--- config.mk ---
export PLATFORM = sky130hd
export DESIGN_NAME = mem_bus_arbiter
export DESIGN_NICKNAME = d
export VERILOG_FILES = /design/src/rtl/mem_bus_arbiter.sv
export SDC_FILE = /design/constraint.sdc
export NUM_CORES = 1
export LEC_CHECK = 0
export BUFFER_PORTS_ARGS = -buffer_cell sky130_fd_sc_hd__buf_2
export CELL_PAD_IN_SITES_DETAIL_PLACEMENT = 0
export CELL_PAD_IN_SITES_GLOBAL_PLACEMENT = 1
export CORE_MARGIN = 1.5
export CORE_UTILIZATION = 27
export CTS_CLUSTER_SIZE = 28
export DETAILED_ROUTE_END_ITERATION = 6
export GPL_ROUTABILITY_DRIVEN = 0
export GPL_TIMING_DRIVEN = 1
export PLACE_DENSITY = 0.95
export REMOVE_ABC_BUFFERS = 1
export SLEW_MARGIN = 20
export SYNTH_ARGS = -nofsm -noshare
export SYNTH_HDL_FRONTEND = slang
export SYNTH_SLANG_ARGS = --single-unit
--- constraint.sdc ---
create_clock -name clk -period 6.2 [get_ports clk]
set_input_delay 0.62 -clock clk [delete_from_list [all_inputs] [get_ports clk]]
set_output_delay 0.62 -clock clk [all_outputs]
set_load 0.01 [all_outputs]
--- src/rtl/mem_bus_arbiter.sv ---
// Two-requester arbiter for a single native memory port (valid/ready/addr/wdata/wstrb/rdata).
// The grant is held for one complete transaction. Requests are registered, so there is no
// combinational path from any mN_valid to mem_valid. An optional watchdog aborts a granted
// transaction that never sees mem_ready and returns ERR_DATA with a one-cycle bus_err.
module mem_bus_arbiter #(
  parameter bit          ROUND_ROBIN = 1'b1,
  parameter int unsigned TIMEOUT     = 0,
  parameter logic [31:0] ERR_DATA    = 32'hDEADBEEF
) (
  input  logic        clk,
  input  logic        rst,
  input  logic        m0_valid,
  output logic        m0_ready,
  input  logic [31:0] m0_addr,
  input  logic [31:0] m0_wdata,
  input  logic [3:0]  m0_wstrb,
  output logic [31:0] m0_rdata,
  input  logic        m1_valid,
  output logic        m1_ready,
  input  logic [31:0] m1_addr,
  input  logic [31:0] m1_wdata,
  input  logic [3:0]  m1_wstrb,
  output logic [31:0] m1_rdata,
  output logic        mem_valid,
  input  logic        mem_ready,
  output logic [31:0] mem_addr,
  output logic [31:0] mem_wdata,
  output logic [3:0]  mem_wstrb,
  input  logic [31:0] mem_rdata,
  output logic        bus_err,
  output logic        owner
);

  localparam bit          WdEn    = (TIMEOUT > 0);
  localparam int unsigned CntW    = (TIMEOUT > 0) ? $clog2(TIMEOUT + 1) : 1;
  localparam logic [CntW-1:0] CntLast = CntW'((TIMEOUT > 0) ? TIMEOUT - 1 : 0);

  localparam logic StIdle = 1'b0;
  localparam logic StBusy = 1'b1;

  logic            state_q, state_d;
  logic            owner_q, owner_d;
  logic            last_q, last_d;
  logic            bus_err_q, bus_err_d;
  logic [CntW-1:0] cnt_q, cnt_d;
  logic [31:0]     addr_q, addr_d;
  logic [31:0]     wdata_q, wdata_d;
  logic [3:0]      wstrb_q, wstrb_d;
  logic            win;
  logic            busy;

  // Winner selection among the currently requesting masters.
  always_comb begin
    if (m0_valid && m1_valid) begin
      win = ROUND_ROBIN ? ~last_q : 1'b0;
    end else begin
      win = m1_valid;
    end
  end

  // Next-state: grant in IDLE, complete or time out in BUSY.
  always_comb begin
    state_d   = state_q;
    owner_d   = owner_q;
    last_d    = last_q;
    cnt_d     = cnt_q;
    addr_d    = addr_q;
    wdata_d   = wdata_q;
    wstrb_d   = wstrb_q;
    bus_err_d = 1'b0;
    if (state_q == StIdle) begin
      // The abort-response cycle is held off so the aborted owner can drop its request first.
      if ((m0_valid || m1_valid) && !bus_err_q) begin
        state_d = StBusy;
        owner_d = win;
        last_d  = win;
        cnt_d   = '0;
        addr_d  = win ? m1_addr  : m0_addr;
        wdata_d = win ? m1_wdata : m0_wdata;
        wstrb_d = win ? m1_wstrb : m0_wstrb;
      end
    end else if (mem_ready) begin
      // mem_ready wins over a coinciding watchdog expiry.
      state_d = StIdle;
    end else if (WdEn && (cnt_q == CntLast)) begin
      state_d   = StIdle;
      bus_err_d = 1'b1;
    end else if (WdEn) begin
      cnt_d = cnt_q + CntW'(1);
    end
  end

  // State registers with asynchronous active-high reset.
  always_ff @(posedge clk or posedge rst) begin
    if (rst) begin
      state_q   <= StIdle;
      owner_q   <= 1'b0;
      last_q    <= 1'b1;
      bus_err_q <= 1'b0;
      cnt_q     <= '0;
      addr_q    <= '0;
      wdata_q   <= '0;
      wstrb_q   <= '0;
    end else begin
      state_q   <= state_d;
      owner_q   <= owner_d;
      last_q    <= last_d;
      bus_err_q <= bus_err_d;
      cnt_q     <= cnt_d;
      addr_q    <= addr_d;
      wdata_q   <= wdata_d;
      wstrb_q   <= wstrb_d;
    end
  end

  // Outputs: downstream request from registers, completion strobes steered to the owner.
  always_comb begin
    busy      = (state_q == StBusy);
    mem_valid = busy;
    mem_addr  = addr_q;
    mem_wdata = wdata_q;
    mem_wstrb = wstrb_q;
    bus_err   = bus_err_q;
    owner     = owner_q;
    m0_ready  = !owner_q && ((busy && mem_ready) || bus_err_q);
    m1_ready  = owner_q && ((busy && mem_ready) || bus_err_q);
    m0_rdata  = owner_q ? 32'h0 : (bus_err_q ? ERR_DATA : mem_rdata);
    m1_rdata  = owner_q ? (bus_err_q ? ERR_DATA : mem_rdata) : 32'h0;
  end

endmodule
==> impl_metrics.ini <==
[timing]
worstMarginPinSlew_ns = 0.931
layout_setup_ws_ns = 3.95
setup_tns_ns = 0
slew_violations = 0
slew_headroom_pct = 37.9
period_share_pct = 36.3
fin_crit_ns = 2.25
skew_ns = 0.00373
rsz0062_at_grt = no
fmaxAchievable_mhz = 444
final_hold_viol_count = 0
setup_viol = 0
hold_slack_ns = 0.530

[job]
drv_cap = 0

[critical_path]
max_stage_delay_ns = 0.68
path_max_fanout = 79
cp-start-kind = flop
startpoint = mem_valid
critical_path.endpoint = mem_addr[29]
critPathKind = reg2reg
reg2reg_to = mem_addr[29]
reg2reg_depth = 3
crit_path_end_kind = flop
worstPathCellList = o21ba_4 -> buf_4 -> a31oi_1
crit_family = compound AO/OA/AOI/OAI gates
arrival_ns = 2.41
r2r_slack_ns = 3.95
critical_path_buf_inv_count = 1
required_ns = 6.36
critPathSlowestCell = buf_4
cp_num_cells = 3
r2r_start = mem_valid

[clock_tree]
htreeDepth = 3
clk_latency_ns = 0.33
clk_pin_slew_ns = 0.06
clock-sinks = 71
cts_tree = built
numCtsBuffers = 9
root_buffer = clkbuf_16
post_cts_buffers = 0
cts_hold_buf = 0
cts_resized = 0
cts_buffer_depth = 2

[power_and_ir_drop]
p_seq_share_pct = 35.9
cellLeakagePower_uw = 0.00292
switchingPower_uw = 624
combPwrFrac_pct = 35.4
internal_power_uw = 1170
powerDensity_nw_per_um2 = 322
clkPwrFrac_pct = 28.8
ir_worst_vdd_uv = 141
p_sw_share_pct = 34.8

[floorplanning]
die_w_um = 120
die_area_um2 = 14300
die_height_um = 120
coreArea_um2 = 13200
initial_core_util_pct = 27.7
rows = 42
ios = 310

[route]
drt-pass1-iter-count = 5
viasPerCell = 4.43
wire_per_inst_um = 13.6
drc = 0
final_antenna_net_count = 0
routed_wirelength_um = 12600
vias = 4120
drt_iter0_drc = 152

[logic_synthesis]
synth_top_area_cell = dfrtp_1
yosysWarnings = 0
synth_top_cell_area_share_pct = 47.8
synthTopCellsByArea = dfrtp_1, nand2_1, a31oi_1
syn_avg_cell_area_um2 = 7.98
synth.distinct_cells = 19
synthCells = 459
netlist_area_um2 = 3660
synth-seq-cells = 71
ys_seq_area_share_pct = 48.5

[grt]
grt_pass1_wl_um = 19400
grt_pass1_vias = 3851
antenna_found_initial = 3
grt_max_degree = 80
grt_overflow = 0
grtUsageTotal_pct = 17.4

[final_layout]
synthToLayoutAreaGrowth_pct = 52.1
final_layout_size_suffix_gt1_share_pct = 44.5
fin_nets = 918
utilization_pct = 42.1

[run_status]
status = completed

[placement]
pre_cts_ws_ns = 3.71
io_buffers = 308
hpwl_um = 9400

[hold_path]
hold_class = in2reg
==> metrics by stage <==
stage	power, uW	area (um^2)	instances
6_report	1800	5570	929
5_1_grt	1920	5570	929
4_1_cts	1830	5570	926
3_5_place_dp	1300	5270	910
3_3_place_gp	1280	5270	910
2_1_floorplan	988	3450	421
==> synthesized netlist by cell type (all sizes together) <==
| cell | number |
|---|---|
| conb | 1 |
| dfstp | 1 |
| and2 | 32 |
| nor2b | 32 |
| buf | 31 |
| nor2 | 70 |
| o22ai | 1 |
| clkbuf | 7 |
| inv | 3 |
| a21boi | 1 |
| a21bo | 1 |
| o21ba | 1 |
| nand2 | 137 |
| o31a | 1 |
| a21oi | 1 |
| a31oi | 69 |
| dfrtp | 70 |
==> sequential cells by signal (all words and copies together) (netlist names) <==
register and flops:
mem_valid 1, last_q 1, mem_wdata 32, mem_wstrb 4, mem_addr 32, owner 1
==> logic make-up (layout without fill, tap and decap cells) <==
family / count (synthesis) / count (layout) / synth area share (%)
compound gates: 75 / 75 / 13.2
buf+inv: 41 / 332 / 6.08
flops: 71 / 71 / 48.5
other cells: 1 / 4 / 0.102
simple gates: 271 / 271 / 32.1
==> layout by cell type, fill, tap and decap left out <==
cell,instances
diode_2,3
buf_2,308
a31oi_1,69
nand2_1,137
dfrtp_1,70
clkinv_2,4
nor2_1,70
conb_1,1
dfstp_2,1
a21bo_2,1
a21boi_4,1
clkbuf_16,9
o21ba_4,1
inv_1,2
bufinv_16,1
nor2b_1,32
and2_1,32
buf_4,5
a21oi_1,1
clkbuf_8,1
o31a_1,1
o22ai_1,1
clkinvlp_4,2
==> worst min-delay path: cells and delay by family <==
kind                   cells  cell delay (ns)
buffers and inverters      1             0.10
AND/OR/NAND/NOR            1             0.04
AO/OA/AOI/OAI              1             0.07
==> layer usage <==
layer | vias up | global-route usage [%] | wire, um
li1 | 2072 | - | -
met3 | 15 | 4.94 | 962
met1 | 1847 | 19.8 | 4990
met5 | - | 0 | 0
met2 | 186 | 30.4 | 6450
met4 | 0 | 7.37 | 192
==> power by group through the flow <==
stage / sequential, uW / combinational, uW / clock [uW]
6_report: 644 / 635 / 517
5_1_grt: 659 / 704 / 561
4_1_cts: 646 / 643 / 537
3_5_place_dp: 652 / 643 / 0
3_3_place_gp: 646 / 637 / 0
2_1_floorplan: 720 / 267 / 0
==> cell type report <==
class / count / area (um^2)
tap: 176 / 220
clock inverter: 6 / 60.1
multi-input combinational: 347 / 1680
clock buffer: 10 / 239
sequential: 71 / 1780
fill: 1422 / 7670
timing repair buffer: 313 / 1580
antenna: 3 / 7.51
inverter: 3 / 12.5
==> how the worst min path moves through the flow <==
stage	startpoint	end	slack, ns	depth (start not counted)
3_5_place_dp	mem_addr[30]	mem_addr[30]	0.54	2
3_3_place_gp	mem_addr[2]	mem_addr[2]	0.53	2
4_1_cts	m0_wdata[17]	mem_wdata[17]	0.51	3
5_1_grt	m0_wdata[17]	mem_wdata[17]	0.52	3
6_report	m0_wdata[17]	mem_wdata[17]	0.53	3
2_1_floorplan	last_q	last_q	0.52	2
(Power assumes the default switching activity.)
